--- config.mk ---
export PLATFORM = sky130hd
export DESIGN_NAME = alu_arbiter
export DESIGN_NICKNAME = d
export VERILOG_FILES = /design/src/rtl/alu_arbiter.sv
export SDC_FILE = /design/constraint.sdc
export NUM_CORES = 1
export LEC_CHECK = 0
export CAP_MARGIN = 15
export CORE_MARGIN = 1
export CORE_UTILIZATION = 37
export CTS_CLUSTER_DIAMETER = 40
export DETAILED_ROUTE_END_ITERATION = 8
export HOLD_SLACK_MARGIN = 0.1
export PLACE_DENSITY = 0.8
export SYNTH_ARGS = -nofsm -noshare
export SYNTH_HDL_FRONTEND = slang
export SYNTH_SLANG_ARGS = --single-unit
--- constraint.sdc ---
create_clock -name clk -period 4.98 [get_ports clk]
set_input_delay 0.996 -clock clk [delete_from_list [all_inputs] [get_ports clk]]
set_output_delay 0.996 -clock clk [all_outputs]
set_load 0.02 [all_outputs]
--- src/rtl/alu_arbiter.sv ---
// Two-requester round-robin arbiter/sequencer in front of a single shared ALU.
// Optional {Z,N,C,V} response flags are enabled by defining ALU_ARB_FLAGS_EN.
module alu_arbiter #(
    parameter int N = 32
) (
    input  logic         clk,
    input  logic         rst,
    input  logic         r0_req_valid,
    output logic         r0_req_ready,
    input  logic [4:0]   r0_ctrl,
    input  logic [N-1:0] r0_a,
    input  logic [N-1:0] r0_b,
    output logic         r0_rsp_valid,
    input  logic         r0_rsp_ready,
    input  logic         r1_req_valid,
    output logic         r1_req_ready,
    input  logic [4:0]   r1_ctrl,
    input  logic [N-1:0] r1_a,
    input  logic [N-1:0] r1_b,
    output logic         r1_rsp_valid,
    input  logic         r1_rsp_ready,
    output logic [N-1:0] rsp_result,
    output logic         rsp_err,
    output logic [4:0]   alu_ctrl,
    output logic [N-1:0] src_A,
    output logic [N-1:0] src_B,
`ifdef ALU_ARB_FLAGS_EN
    output logic [3:0]   rsp_flags,
`endif
    input  logic [N-1:0] alu_result
);

    // Handshakes: a transfer happens on a rising edge where valid and ready are both high.
    // Requesters hold valid/ctrl/a/b stable until ready; responses hold until rsp_ready.
    typedef enum logic [1:0] {
        S_IDLE = 2'd0,
        S_EXEC = 2'd1,
        S_RESP = 2'd2
    } state_t;

    state_t       state_q, state_d;
    logic [4:0]   ctrl_q, ctrl_d;
    logic [N-1:0] a_q, a_d;
    logic [N-1:0] b_q, b_d;
    logic         gid_q, gid_d;
    logic         ptr_q, ptr_d;
    logic [N-1:0] rsp_result_q, rsp_result_d;
    logic         rsp_err_q, rsp_err_d;
    logic         grant1;
    logic         op_ok;
    logic         rsp_hs;

    always_comb begin
        op_ok = 1'b0;
        case (ctrl_q) inside
            5'd1, 5'd2, 5'd3, 5'd4, 5'd9, 5'd10, 5'd11, 5'd12,
            5'd17, 5'd19, [5'd25:5'd30]: op_ok = 1'b1;
            default: op_ok = 1'b0;
        endcase
    end

    // Requester 1 wins when it is alone, or when both ask and the pointer names it.
    assign grant1 = r1_req_valid & (~r0_req_valid | ptr_q);
    assign rsp_hs = gid_q ? r1_rsp_ready : r0_rsp_ready;

`ifdef ALU_ARB_FLAGS_EN
    logic [3:0] flags_q, flags_d;
    logic       c_w, v_w;

    always_comb begin
        c_w = 1'b0;
        v_w = 1'b0;
        if (ctrl_q == 5'd1) begin
            c_w = (a_q + b_q) < a_q;
            v_w = ($signed(a_q) >= 0 && $signed(b_q) >= 0 && $signed(a_q + b_q) < 0) ||
                  ($signed(a_q) < 0 && $signed(b_q) < 0 && $signed(a_q + b_q) >= 0);
        end else if (ctrl_q == 5'd2) begin
            c_w = a_q >= b_q;
            v_w = ($signed(a_q) >= 0 && $signed(b_q) < 0 && $signed(a_q - b_q) < 0) ||
                  ($signed(a_q) < 0 && $signed(b_q) >= 0 && $signed(a_q - b_q) >= 0);
        end
    end

    always_comb begin
        flags_d = flags_q;
        if (state_q == S_EXEC) begin
            flags_d = {(alu_result == '0), alu_result[N-1], c_w, v_w};
        end
    end

    always_ff @(posedge clk or posedge rst) begin
        if (rst) begin
            flags_q <= 4'd0;
        end else begin
            flags_q <= flags_d;
        end
    end

    assign rsp_flags = flags_q;
`endif

    always_comb begin
        state_d      = state_q;
        ctrl_d       = ctrl_q;
        a_d          = a_q;
        b_d          = b_q;
        gid_d        = gid_q;
        ptr_d        = ptr_q;
        rsp_result_d = rsp_result_q;
        rsp_err_d    = rsp_err_q;
        r0_req_ready = 1'b0;
        r1_req_ready = 1'b0;
        case (state_q)
            S_IDLE: begin
                if (r0_req_valid | r1_req_valid) begin
                    r0_req_ready = ~grant1;
                    r1_req_ready = grant1;
                    ctrl_d       = grant1 ? r1_ctrl : r0_ctrl;
                    a_d          = grant1 ? r1_a : r0_a;
                    b_d          = grant1 ? r1_b : r0_b;
                    gid_d        = grant1;
                    if (r0_req_valid & r1_req_valid) begin
                        ptr_d = ~grant1;
                    end
                    state_d = S_EXEC;
                end
            end
            S_EXEC: begin
                rsp_result_d = alu_result;
                rsp_err_d    = ~op_ok;
                state_d      = S_RESP;
            end
            S_RESP: begin
                if (rsp_hs) begin
                    state_d = S_IDLE;
                end
            end
            default: state_d = S_IDLE;
        endcase
    end

    always_ff @(posedge clk or posedge rst) begin
        if (rst) begin
            state_q      <= S_IDLE;
            ctrl_q       <= 5'd0;
            a_q          <= '0;
            b_q          <= '0;
            gid_q        <= 1'b0;
            ptr_q        <= 1'b0;
            rsp_result_q <= '0;
            rsp_err_q    <= 1'b0;
        end else begin
            state_q      <= state_d;
            ctrl_q       <= ctrl_d;
            a_q          <= a_d;
            b_q          <= b_d;
            gid_q        <= gid_d;
            ptr_q        <= ptr_d;
            rsp_result_q <= rsp_result_d;
            rsp_err_q    <= rsp_err_d;
        end
    end

    assign alu_ctrl     = ctrl_q;
    assign src_A        = a_q;
    assign src_B        = b_q;
    assign rsp_result   = rsp_result_q;
    assign rsp_err      = rsp_err_q;
    assign r0_rsp_valid = (state_q == S_RESP) & ~gid_q;
    assign r1_rsp_valid = (state_q == S_RESP) & gid_q;

endmodule

==> results_dict.tcl <==
set metrics [dict create \
    hold_ws_ps 475 \
    yosys.area_share.simple_pct 7.88 \
    wirelength_met1_um 4850 \
    end_kind "primary output" \
    synth_area_per_cell_um2 12.0 \
    worstPathArrival_ps 2640 \
    layout_commonest_cell "clkdlybuf4s50_1" \
    vias 3901 \
    irDropWorstVdd_uv 291 \
    hold_path_end "src_A[1]" \
    reg2reg_depth 4 \
    grt_use_total_pct 20.5 \
    rows 40 \
    post_cts_buffers 0 \
    synth_compound_area_share_pct 10.3 \
    top_layer_used "met4" \
    p_leak_uw 0.00341 \
    crit_family "buffers and inverters" \
    cts_resized 0 \
    power_density_mw_per_mm2 608 \
    die_width_um 113 \
    dp.cells 809 \
    cp-start-kind "input pin" \
    pwr-share-seq_pct 32.1 \
    tritoncts "done" \
    drt-total-wl_um 13000 \
    fin_crit_sh_pct 73.0 \
    ys_warn_count 0 \
    crit_path_frequent_cell "clkdlybuf4s50_1" \
    rsz0062_at_grt "false" \
    p_sw_share_pct 37.8 \
    clock-root-buffer "clkbuf_16" \
    finalClockSkew_ps 6.70 \
    drc_errors 0 \
    insertion_delay_ps 340 \
    wl_per_cell_um 15.8 \
    cts_buffers 9 \
    vias_per_cell 4.73 \
    dp.final_hpwl_um 9960 \
    critPathBufInv 2 \
    synth_fa_ha_area_share_pct 0.218 \
    hold_violations 0 \
    synth_nets 558 \
    first_iter_violations 138 \
    layout-drive-gt1-share_pct 8.98 \
    first_pass_iters 4 \
    power_uw 4760 \
    worst_pin_slew_ps 1050 \
    synth_top_cell_by_area "dfrtp_1" \
    clk_pin_slew_ps 60 \
    die-area_mm2 0.0128 \
    pwr-share-comb_pct 52.5 \
    r2r_start "ptr_q" \
    ant_nets 0 \
    final_cell_mix "clkdlybuf4s50_1, dfrtp_1, o21ai_0" \
    start_util_pct 38.0 \
    crit_cells 3 \
    crit_type "input pin to primary output" \
    fin_util_pct 64.9 \
    required_ps 3980 \
    min_from "src_A[1]" \
    power_frac_clock_pct 15.3 \
    crit_chain "clkdlybuf4s50_1 > and3_4 > clkdlybuf4s50_1" \
    synth_top_family_by_area "multiplexers" \
    fin_cells 825 \
    grt_pass1_wl_um 20200 \
    routed-wl-met3_um 896 \
    slew_viol_final 0 \
    rrSetupSlack_ps 3060 \
    clockBufferDepth 2 \
    fin_setup_tns_ps 0 \
    hold_class "flip-flop to flip-flop" \
    nets 828 \
    synth-seq-area-share_pct 57.8 \
    synth_seq_cells 106 \
    grt_max_degree 126 \
    antenna_found_initial 0 \
    yosysUniqueCellTypes 28 \
    gp_congestion 0.787 \
    syn_inst 382 \
    min_path_cells 2 \
    netlist_area_mm2 0.00459 \
    ios 282 \
    met2_length_um 6890 \
    status "finished clean" \
    synth_mux_area_share_pct 19.9 \
    p_switching_uw 1800 \
    hold_buffers 0 \
    diodes 0 \
    fmax_mhz 275 \
    setup_violations 0 \
    htree_levels 3 \
    die_h_um 113 \
    grt_overflow 0 \
    crit_slowest_cell "clkdlybuf4s50_1" \
    synth-xor-area-share_pct 0.191 \
    core_mm2 0.0121 \
    ys_top_cells_by_area "dfrtp_1, mux2i_1, mux2_2" \
    clock-sinks 106 \
    reg2reg_to "src_A[29]" \
    drv_cap 0 \
    synth_top_cell_area_share_pct 57.8 \
    portBuffers 281 \
    grt_pass1_vias 4122 \
    relSlewSlack_pct 29.9 \
    slowest_delay_ps 650 \
    period_needed_ps 3640 \
    power.internal_uw 2960 \
    path_max_fanout 17 \
    synthToLayoutAreaGrowth_pct 70.5 \
]
[cell families (layout without fill, tap and decap cells)]
| family | count (synthesis) | after routing |
|---|---|---|
| AO/OA/AOI/OAI | 76 | 76 |
| XOR/XNOR | 1 | 1 |
| adder cells (fa/ha/maj) | 1 | 1 |
| buffers and inverters | 32 | 307 |
| flip-flops | 106 | 106 |
| multiplexers | 87 | 87 |
| AND/OR/NAND/NOR | 79 | 79 |
[power by group through the flow]
stage | sequential, uW | clock [uW] | combinational (uW)
2_1_floorplan | 2040 | 0 | 819
3_3_place_gp | 1520 | 0 | 2470
3_5_place_dp | 1550 | 0 | 2520
4_1_cts | 1540 | 751 | 2530
5_1_grt | 1590 | 785 | 2670
6_report | 1530 | 729 | 2500
[worst max-delay path by stage]
stage | startpoint | end | slack (ps)
floorplan | rst | alu_ctrl[0] | 1200
global placement | r1_req_valid | r1_req_ready | 1380
detailed placement | r1_req_valid | r1_req_ready | 1340
CTS | r1_req_valid | r1_req_ready | 1340
global route | r1_req_valid | r1_req_ready | 1300
finish | r1_req_valid | r1_req_ready | 1340
[registers in the layout (all words and copies together), names as in the netlist]
| name | flops |
|---|---|
| state_q | 2 |
| ptr_q | 1 |
| rsp_result | 32 |
| src_B | 32 |
| alu_ctrl | 5 |
| rsp_err | 1 |
| gid_q | 1 |
| src_A | 32 |
[Yosys cell counts]
master,n
dfrtp_1,106
o21ai_0,55
mux2i_1,54
nand2_1,54
mux2_2,33
a221o_1,15
and2_0,14
buf_2,11
clkbuf_1,7
buf_4,6
inv_1,6
nor2_1,3
buf_6,2
nand2b_1,2
a2111oi_0,1
a211oi_1,1
a21o_1,1
a21oi_1,1
a21oi_2,1
and2_1,1
and3_4,1
maj3_1,1
nand2_2,1
nand2b_4,1
nand3_1,1
nor3_1,1
o21ai_2,1
xnor2_1,1
[stage by stage]
step	setup WS, ps	area [um^2]
final	1340	7820
after global routing	1300	7820
after CTS	1340	7820
after detailed placement	1340	7510
after global placement	1380	7510
after floorplan	1200	4590
[per-layer routing]
metal / up-vias / global-route usage [%]
li1: 1868 / -
met1: 1830 / 21.8
met2: 174 / 37.9
met3: 29 / 5.20
met4: 0 / 9.12
met5: - / 0
[tightest hold or removal path: stages, from the launching register on]
cell     delay [ps]
dfrtp_1         340
nand2_1          40
o21ai_0          60
[area by class of cell]
type	count	area (um^2)
inverter	6	25.0
multi-input combinational	244	1780
sequential	106	2650
clock buffer	11	253
timing repair buffer	285	2840
fill	962	4240
tap	168	210
clock inverter	5	62.6
Power figures use the tool's default switching activity.
